--- config.mk ---
export PLATFORM = sky130hd
export DESIGN_NAME = icache_controller_flat
export DESIGN_NICKNAME = d
export VERILOG_FILES = /design/src/rtl/icache_controller_if.sv /design/src/rtl/icache_controller.sv /design/src/flat_wrapper.sv
export SDC_FILE = /design/constraint.sdc
export NUM_CORES = 1
export LEC_CHECK = 0
export BUFFER_PORTS_ARGS = -buffer_cell sky130_fd_sc_hd__buf_4
export CORE_MARGIN = 4
export CORE_UTILIZATION = 55
export DETAILED_ROUTE_END_ITERATION = 16
export PLACE_DENSITY = 0.73
export SETUP_SLACK_MARGIN = 0.05
export SKIP_LAST_GASP = 1
export SLEW_MARGIN = 20
export SYNTH_ARGS = -nofsm -noshare
export SYNTH_HDL_FRONTEND = slang
export SYNTH_SLANG_ARGS = --single-unit
--- constraint.sdc ---
create_clock -name clock -period 14 [get_ports clock]
set_input_delay 0.7 -clock clock [delete_from_list [all_inputs] [get_ports clock]]
set_output_delay 0.7 -clock clock [all_outputs]
set_load 0.02 [all_outputs]
--- src/rtl/icache_controller_if.sv ---
// ---------------------------------------------------------------------------
// icache_controller_if
// Bundles the CPU fetch port and the instruction-memory block port of the
// instruction cache.
//   CPU side : read, address (in); readdata, busywait (out of cache)
//   Mem side : mem_read, mem_address (out of cache); mem_readdata,
//              mem_busywait (in)
// modport slave  : the cache controller
// modport master : the environment (CPU fetch stage + instruction memory)
// ---------------------------------------------------------------------------
interface icache_controller_if;
  logic         read;
  logic [31:0]  address;
  logic [31:0]  readdata;
  logic         busywait;
  logic         mem_read;
  logic [27:0]  mem_address;
  logic [127:0] mem_readdata;
  logic         mem_busywait;

  modport slave (
    input  read, address, mem_readdata, mem_busywait,
    output readdata, busywait, mem_read, mem_address
  );

  modport master (
    output read, address, mem_readdata, mem_busywait,
    input  readdata, busywait, mem_read, mem_address
  );
endinterface

--- src/rtl/icache_controller.sv ---
// ---------------------------------------------------------------------------
// icache_controller
// Direct-mapped, read-only instruction cache with a single-block refill
// engine. Hits are served combinationally; a miss stalls the CPU, fetches
// one 128-bit block, installs it and then serves the fetch.
//   clock : system clock (posedge)
//   reset : synchronous, active-high
//   bus   : icache_controller_if.slave (CPU fetch port + memory block port)
// ---------------------------------------------------------------------------
module icache_controller #(
  parameter int INDEX_BITS = 3
) (
  input  logic                 clock,
  input  logic                 reset,
  icache_controller_if.slave   bus
);
  localparam int TAG_W = 28 - INDEX_BITS;
  localparam int LINES = 1 << INDEX_BITS;

  typedef enum logic [1:0] {IDLE, MEM_READ, UPDATE} state_t;

  state_t             r_state, w_next;
  logic [LINES-1:0]   r_valid;
  logic [TAG_W-1:0]   r_tag  [LINES];
  logic [127:0]       r_data [LINES];
  logic [27:0]        r_miss_addr;
  logic               r_guard;   // first MEM_READ cycle: mem_busywait not yet meaningful

  logic [INDEX_BITS-1:0] w_index, w_miss_index;
  logic [TAG_W-1:0]      w_tag, w_miss_tag;
  logic [1:0]            w_word;
  logic                  w_hit, w_fill;
  logic                  w_busywait, w_mem_read;
  logic [27:0]           w_mem_address;
  logic                  w_unused;

  assign w_word       = bus.address[3:2];
  assign w_index      = bus.address[3+INDEX_BITS:4];
  assign w_tag        = bus.address[31:4+INDEX_BITS];
  assign w_miss_index = r_miss_addr[INDEX_BITS-1:0];
  assign w_miss_tag   = r_miss_addr[27:INDEX_BITS];
  assign w_unused     = &{1'b0, bus.address[1:0]};

  assign w_hit    = bus.read && r_valid[w_index] && (r_tag[w_index] == w_tag);
  // Block returns on the first post-guard cycle with memory no longer busy.
  assign w_fill   = (r_state == MEM_READ) && !r_guard && !bus.mem_busywait;

  assign bus.readdata    = r_data[w_index][{w_word, 5'b0} +: 32];
  assign bus.busywait    = w_busywait;
  assign bus.mem_read    = w_mem_read;
  assign bus.mem_address = w_mem_address;

  always_comb begin
    w_next        = r_state;
    w_busywait    = 1'b0;
    w_mem_read    = 1'b0;
    w_mem_address = 28'd0;
    case (r_state)
      IDLE: begin
        w_busywait = bus.read && !w_hit;
        if (w_busywait) w_next = MEM_READ;
      end
      MEM_READ: begin
        w_busywait    = 1'b1;
        w_mem_read    = 1'b1;
        w_mem_address = r_miss_addr;
        if (w_fill) w_next = UPDATE;
      end
      UPDATE: begin
        // Line already installed; this cycle lets the hit logic settle.
        w_busywait = 1'b1;
        w_next     = IDLE;
      end
      default: w_next = IDLE;
    endcase
  end

  always_ff @(posedge clock) begin
    if (reset) begin
      r_state     <= IDLE;
      r_valid     <= '0;
      r_miss_addr <= 28'd0;
      r_guard     <= 1'b1;
    end else begin
      r_state <= w_next;
      r_guard <= (r_state != MEM_READ);
      if (r_state == IDLE && w_next == MEM_READ)
        r_miss_addr <= {w_tag, w_index};
      if (w_fill)
        r_valid[w_miss_index] <= 1'b1;
    end
  end

  // Tag/data arrays carry no reset; validity alone qualifies them.
  always_ff @(posedge clock) begin
    if (w_fill && !reset) begin
      r_data[w_miss_index] <= bus.mem_readdata;
      r_tag[w_miss_index]  <= w_miss_tag;
    end
  end
endmodule

--- src/flat_wrapper.sv ---
// flat-port wrapper written by rule: the top's interface ports become plain ports
module icache_controller_flat 
#(
  parameter int INDEX_BITS = 3
)
  (clock, reset, bus_read, bus_address, bus_mem_readdata, bus_mem_busywait, bus_readdata, bus_busywait, bus_mem_read, bus_mem_address);
  icache_controller_if bus_i ();
  input  logic clock;
  input  logic reset;
  input wire logic [$bits(bus_i.read)-1:0] bus_read;
  input wire logic [$bits(bus_i.address)-1:0] bus_address;
  input wire logic [$bits(bus_i.mem_readdata)-1:0] bus_mem_readdata;
  input wire logic [$bits(bus_i.mem_busywait)-1:0] bus_mem_busywait;
  output wire logic [$bits(bus_i.readdata)-1:0] bus_readdata;
  output wire logic [$bits(bus_i.busywait)-1:0] bus_busywait;
  output wire logic [$bits(bus_i.mem_read)-1:0] bus_mem_read;
  output wire logic [$bits(bus_i.mem_address)-1:0] bus_mem_address;
  assign bus_i.read = bus_read;
  assign bus_i.address = bus_address;
  assign bus_i.mem_readdata = bus_mem_readdata;
  assign bus_i.mem_busywait = bus_mem_busywait;
  assign bus_readdata = bus_i.readdata;
  assign bus_busywait = bus_i.busywait;
  assign bus_mem_read = bus_i.mem_read;
  assign bus_mem_address = bus_i.mem_address;
  icache_controller #(.INDEX_BITS(INDEX_BITS)) u_core (.clock(clock), .reset(reset), .bus(bus_i));
endmodule
==> qor.csv <==
metric,value,unit
Most used DFF post-synth,edfxtp_1,
Post-synth EDFFs,1224,
capturing point of the worst reg2reg path,u_core.r_data[5][0],
Site Rows,108,
PnR worst setup slack,8130,ps
# fillers,5635,
largest area contributor in the netlist,edfxtp_1,
largest family of logic cells by synthesized area,multiplexers,
sequential area share after synthesis,77.4,%
final WL,102000,um
#FFs+latches synth,1263,
dpl ws,8180,ps
Ys Warns,0,
Synth Area in XOR/XNOR,0.199,%
Slew headroom,19.6,%
CP max stage cell,nor2b_1,
Vert. Die Dim,305,um
Critical Path End,bus_busywait,
DRC,0,
vias per cell,6.12,
Required @ worst endpoint,13300,ps
worst r2r src,u_core.r_state[1],
Adder-Cell Fraction of Synth Area,0.0774,%
crit path time final,5870,ps
share of the synthesized area in the top cell type,75.8,%
CTS max path bufs,3,
global-route usage over all layers,22.2,%
maximum VDD drop,115,uV
Final period util,42.0,%
Worst Setup SP,bus_address[5],
Levels on crit path,11,
antenna violations before repair,14,
Inserted Clock Buffers,130,
largest net degree at the start of global routing,156,
GPL Wtd Cong,0.771,
post-synthesis average cell area,23.4,um2
max incr delay on CP,660,ps
RSZ-0062 raised after global routing,false,
Unique masters post-synth,46,
first-pass iteration count of the detailed router,5,
GR Overflow Total,0,
Startpoint Class,input pin,
TritonCTS clock tree,yes,
PwrDens,140,nW/um2
DP Area,51500,um2
net switching power,1.59,mW
Ports,226,
combinational power share,5.2,%
Flop pwr share,53.9,%
Synth top cells by count,"1224 x edfxtp_1, 337 x mux4_2, 84 x mux2i_1",
hold_buf cts,0,
synthesized instance count,2072,
final hold violations,0,
# H-tree levels,4,
path depth of the worst reg2reg path,6,
status,completed,
die area,93000,um2
Leakage,17.9,nW
area grow syn2layout,14.2,%
Vias,22100,
setup tns final,0,ps
Total Nets Final,2516,
DR WL/cell,28.4,um
# port buffers,223,
synthesized net count,2239,
switch share,20.5,%
final cell count without fillers,3605,
worst slew pin tran,1210,ps
Clock Latency Late Sink,720,ps
Clk pwr share,40.9,%
Final Cell Area,55400,um2
max cap viols,0,
Area contributors post-synth,"edfxtp_1 76%, mux4_2 16%, mux2i_1 1.7%, dfxtp_1 1.6%, mux2_2 0.79%",
Starting Density,55.7,%
CORE AREA,87200,um2
Placed Cells,3371,
most common cell in the synthesized netlist,edfxtp_1,
CP Data Arrival Time,5170,ps
vias in the first global route,23700,
Post-CTS Setup Bufs,0,
CP Cell Sequence,buf_8 -> buf_12 -> nor2b_1 -> a22oi_1 -> a21o_1 -> a211oi_1 -> nand4_1 -> o41a_1 -> a21oi_1 -> nor2_1 -> buf_4,
Post-synth ARST share,0,%
Final Skew,35.0,ps
Worst setup EP type,output pin,
CTS sink cnt,1263,
"CP delay by family, top",compound AO/OA/AOI/OAI gates,
cell area after synthesis,48500,um2
post-synthesis compound-gate area fraction,1.01,%
post-synthesis mux area share,18.5,%
"setup slack, reg-to-reg",10250,ps
final-report max-slew violation count,0,
fraction of layout cells with a size suffix above 1,32.7,%
die span in x,305,um
Int Pwr,6.17,mW
hold crit path type,input pin to flop,
initial drt markers,2101,
Clock transition at path regs,60,ps
FMAX,170,MHz
hpwl dp,54200,um
CTS root buffer,clkbuf_16,
post-cts sizing count,0,
Synth Area in Simple Gates,1.61,%
Buf/Inv on CP,3,
first-pass GRT wire length,153000,um
critical-path maximum fanout,155,
"antenna viol nets, final",0,
final setup vio count,0,
crit path kind,input pin to output pin,
## flip-flops by register name, indices dropped and copies added, names as in the netlist
| register | flops |
|---|---|
| u_core.r_state | 2 |
| u_core.r_valid | 8 |
| u_core.r_tag | 200 |
| u_core.r_data | 1024 |
| u_core.r_miss_addr | 28 |
| u_core.r_guard | 1 |
## cell usage in the layout, fill, tap and decap left out, types with 4 or more instances in the layout
| cell type | netlist | final |
|---|---|---|
| mux4_2 | 337 | 337 |
| nand4_1 | 6 | 6 |
| clkbuf_16 | 0 | 131 |
| clkinv_1 | 0 | 22 |
| a22oi_1 | 13 | 13 |
| a211oi_1 | 12 | 12 |
| clkinv_8 | 0 | 6 |
| mux4_1 | 7 | 7 |
| mux2i_1 | 84 | 84 |
| mux2_2 | 34 | 34 |
| diode_2 | 0 | 9 |
| nor4_1 | 5 | 5 |
| nor2b_1 | 16 | 16 |
| buf_12 | 2 | 8 |
| nor3_1 | 7 | 5 |
| a22o_1 | 8 | 8 |
| edfxtp_1 | 1224 | 1224 |
| o31a_1 | 5 | 5 |
| bufinv_16 | 0 | 4 |
| inv_6 | 0 | 4 |
| buf_4 | 4 | 240 |
| clkbuf_1 | 48 | 40 |
| nand3_1 | 5 | 5 |
| a21o_1 | 12 | 12 |
| nand2_1 | 63 | 63 |
| clkbuf_8 | 0 | 4 |
| a21oi_1 | 6 | 6 |
| nor2_4 | 0 | 6 |
| nor2_1 | 12 | 6 |
| xnor2_1 | 8 | 8 |
| clkinv_2 | 0 | 11 |
| and2_1 | 29 | 29 |
| dfxtp_1 | 39 | 39 |
## worst min path at each step
stage	startpoint	endpoint	cells past startpoint
3_5_place_dp	u_core.r_valid[0]	u_core.r_valid[0]	1
6_report	reset	u_core.r_state[0]	2
2_1_floorplan	u_core.r_valid[2]	u_core.r_valid[2]	1
3_3_place_gp	u_core.r_valid[2]	u_core.r_valid[2]	1
5_1_grt	reset	u_core.r_state[0]	2
4_1_cts	reset	u_core.r_state[0]	2
## logic make-up after synthesis
logic type / Yosys count
buffers and inverters: 112
AND/OR/NAND/NOR: 155
adder cells (fa/ha/maj): 3
AO/OA/AOI/OAI: 66
multiplexers: 462
flip-flops: 1263
XOR/XNOR: 11
## per-stage QoR
| step | total power, mW | utilization (%) | hold slack, ps |
|---|---|---|---|
| final | 7.76 | 63.6 | 214 |
| after global placement | 4.65 | 59.1 | 428 |
| after global routing | 8.03 | 63.6 | 178 |
| after detailed placement | 4.66 | 59.1 | 446 |
| after floorplan | 4.50 | - | 421 |
| after CTS | 7.82 | 63.5 | 170 |
## worst register-to-register path, delay by kind of cell, from the launching register on
| family | cells | cell delay [ps] |
|---|---|---|
| simple gates | 2 | 1430 |
| buf+inv | 3 | 1220 |
| flops | 1 | 330 |
| fa+ha+maj | 1 | 190 |
## power by group through the flow
stage / Sequential [mW] / Clock (mW) / Combinational (mW)
after floorplan: 4.25 / 0 / 0.244
after global placement: 4.26 / 0 / 0.396
after detailed placement: 4.26 / 0 / 0.406
after CTS: 4.18 / 3.24 / 0.408
after global routing: 4.18 / 3.42 / 0.430
final: 4.18 / 3.18 / 0.402
## area by class of cell
cell class | instances | area (um2) | share of cell area, %
antenna | 9 | 22.5 | 0.0406
clock buffer | 174 | 3470 | 6.26
clock inverter | 50 | 425 | 0.768
inverter | 4 | 15.0 | 0.0271
multi-input combinational | 697 | 10500 | 18.9
sequential | 1263 | 37500 | 67.7
tap | 1155 | 1450 | 2.61
timing repair buffer | 253 | 2030 | 3.66
## metal layers
| layer | global-route usage (%) | vias to the layer above | routed length, um |
|---|---|---|---|
| met3 | 5.06 | 160 | 6630 |
| li1 | - | 9380 | - |
| met4 | 6.06 | 12 | 2170 |
| met1 | 29.7 | 11800 | 40200 |
| met5 | 0 | - | 72 |
| met2 | 37.3 | 720 | 53100 |
Power figures use the tool's default switching activity.
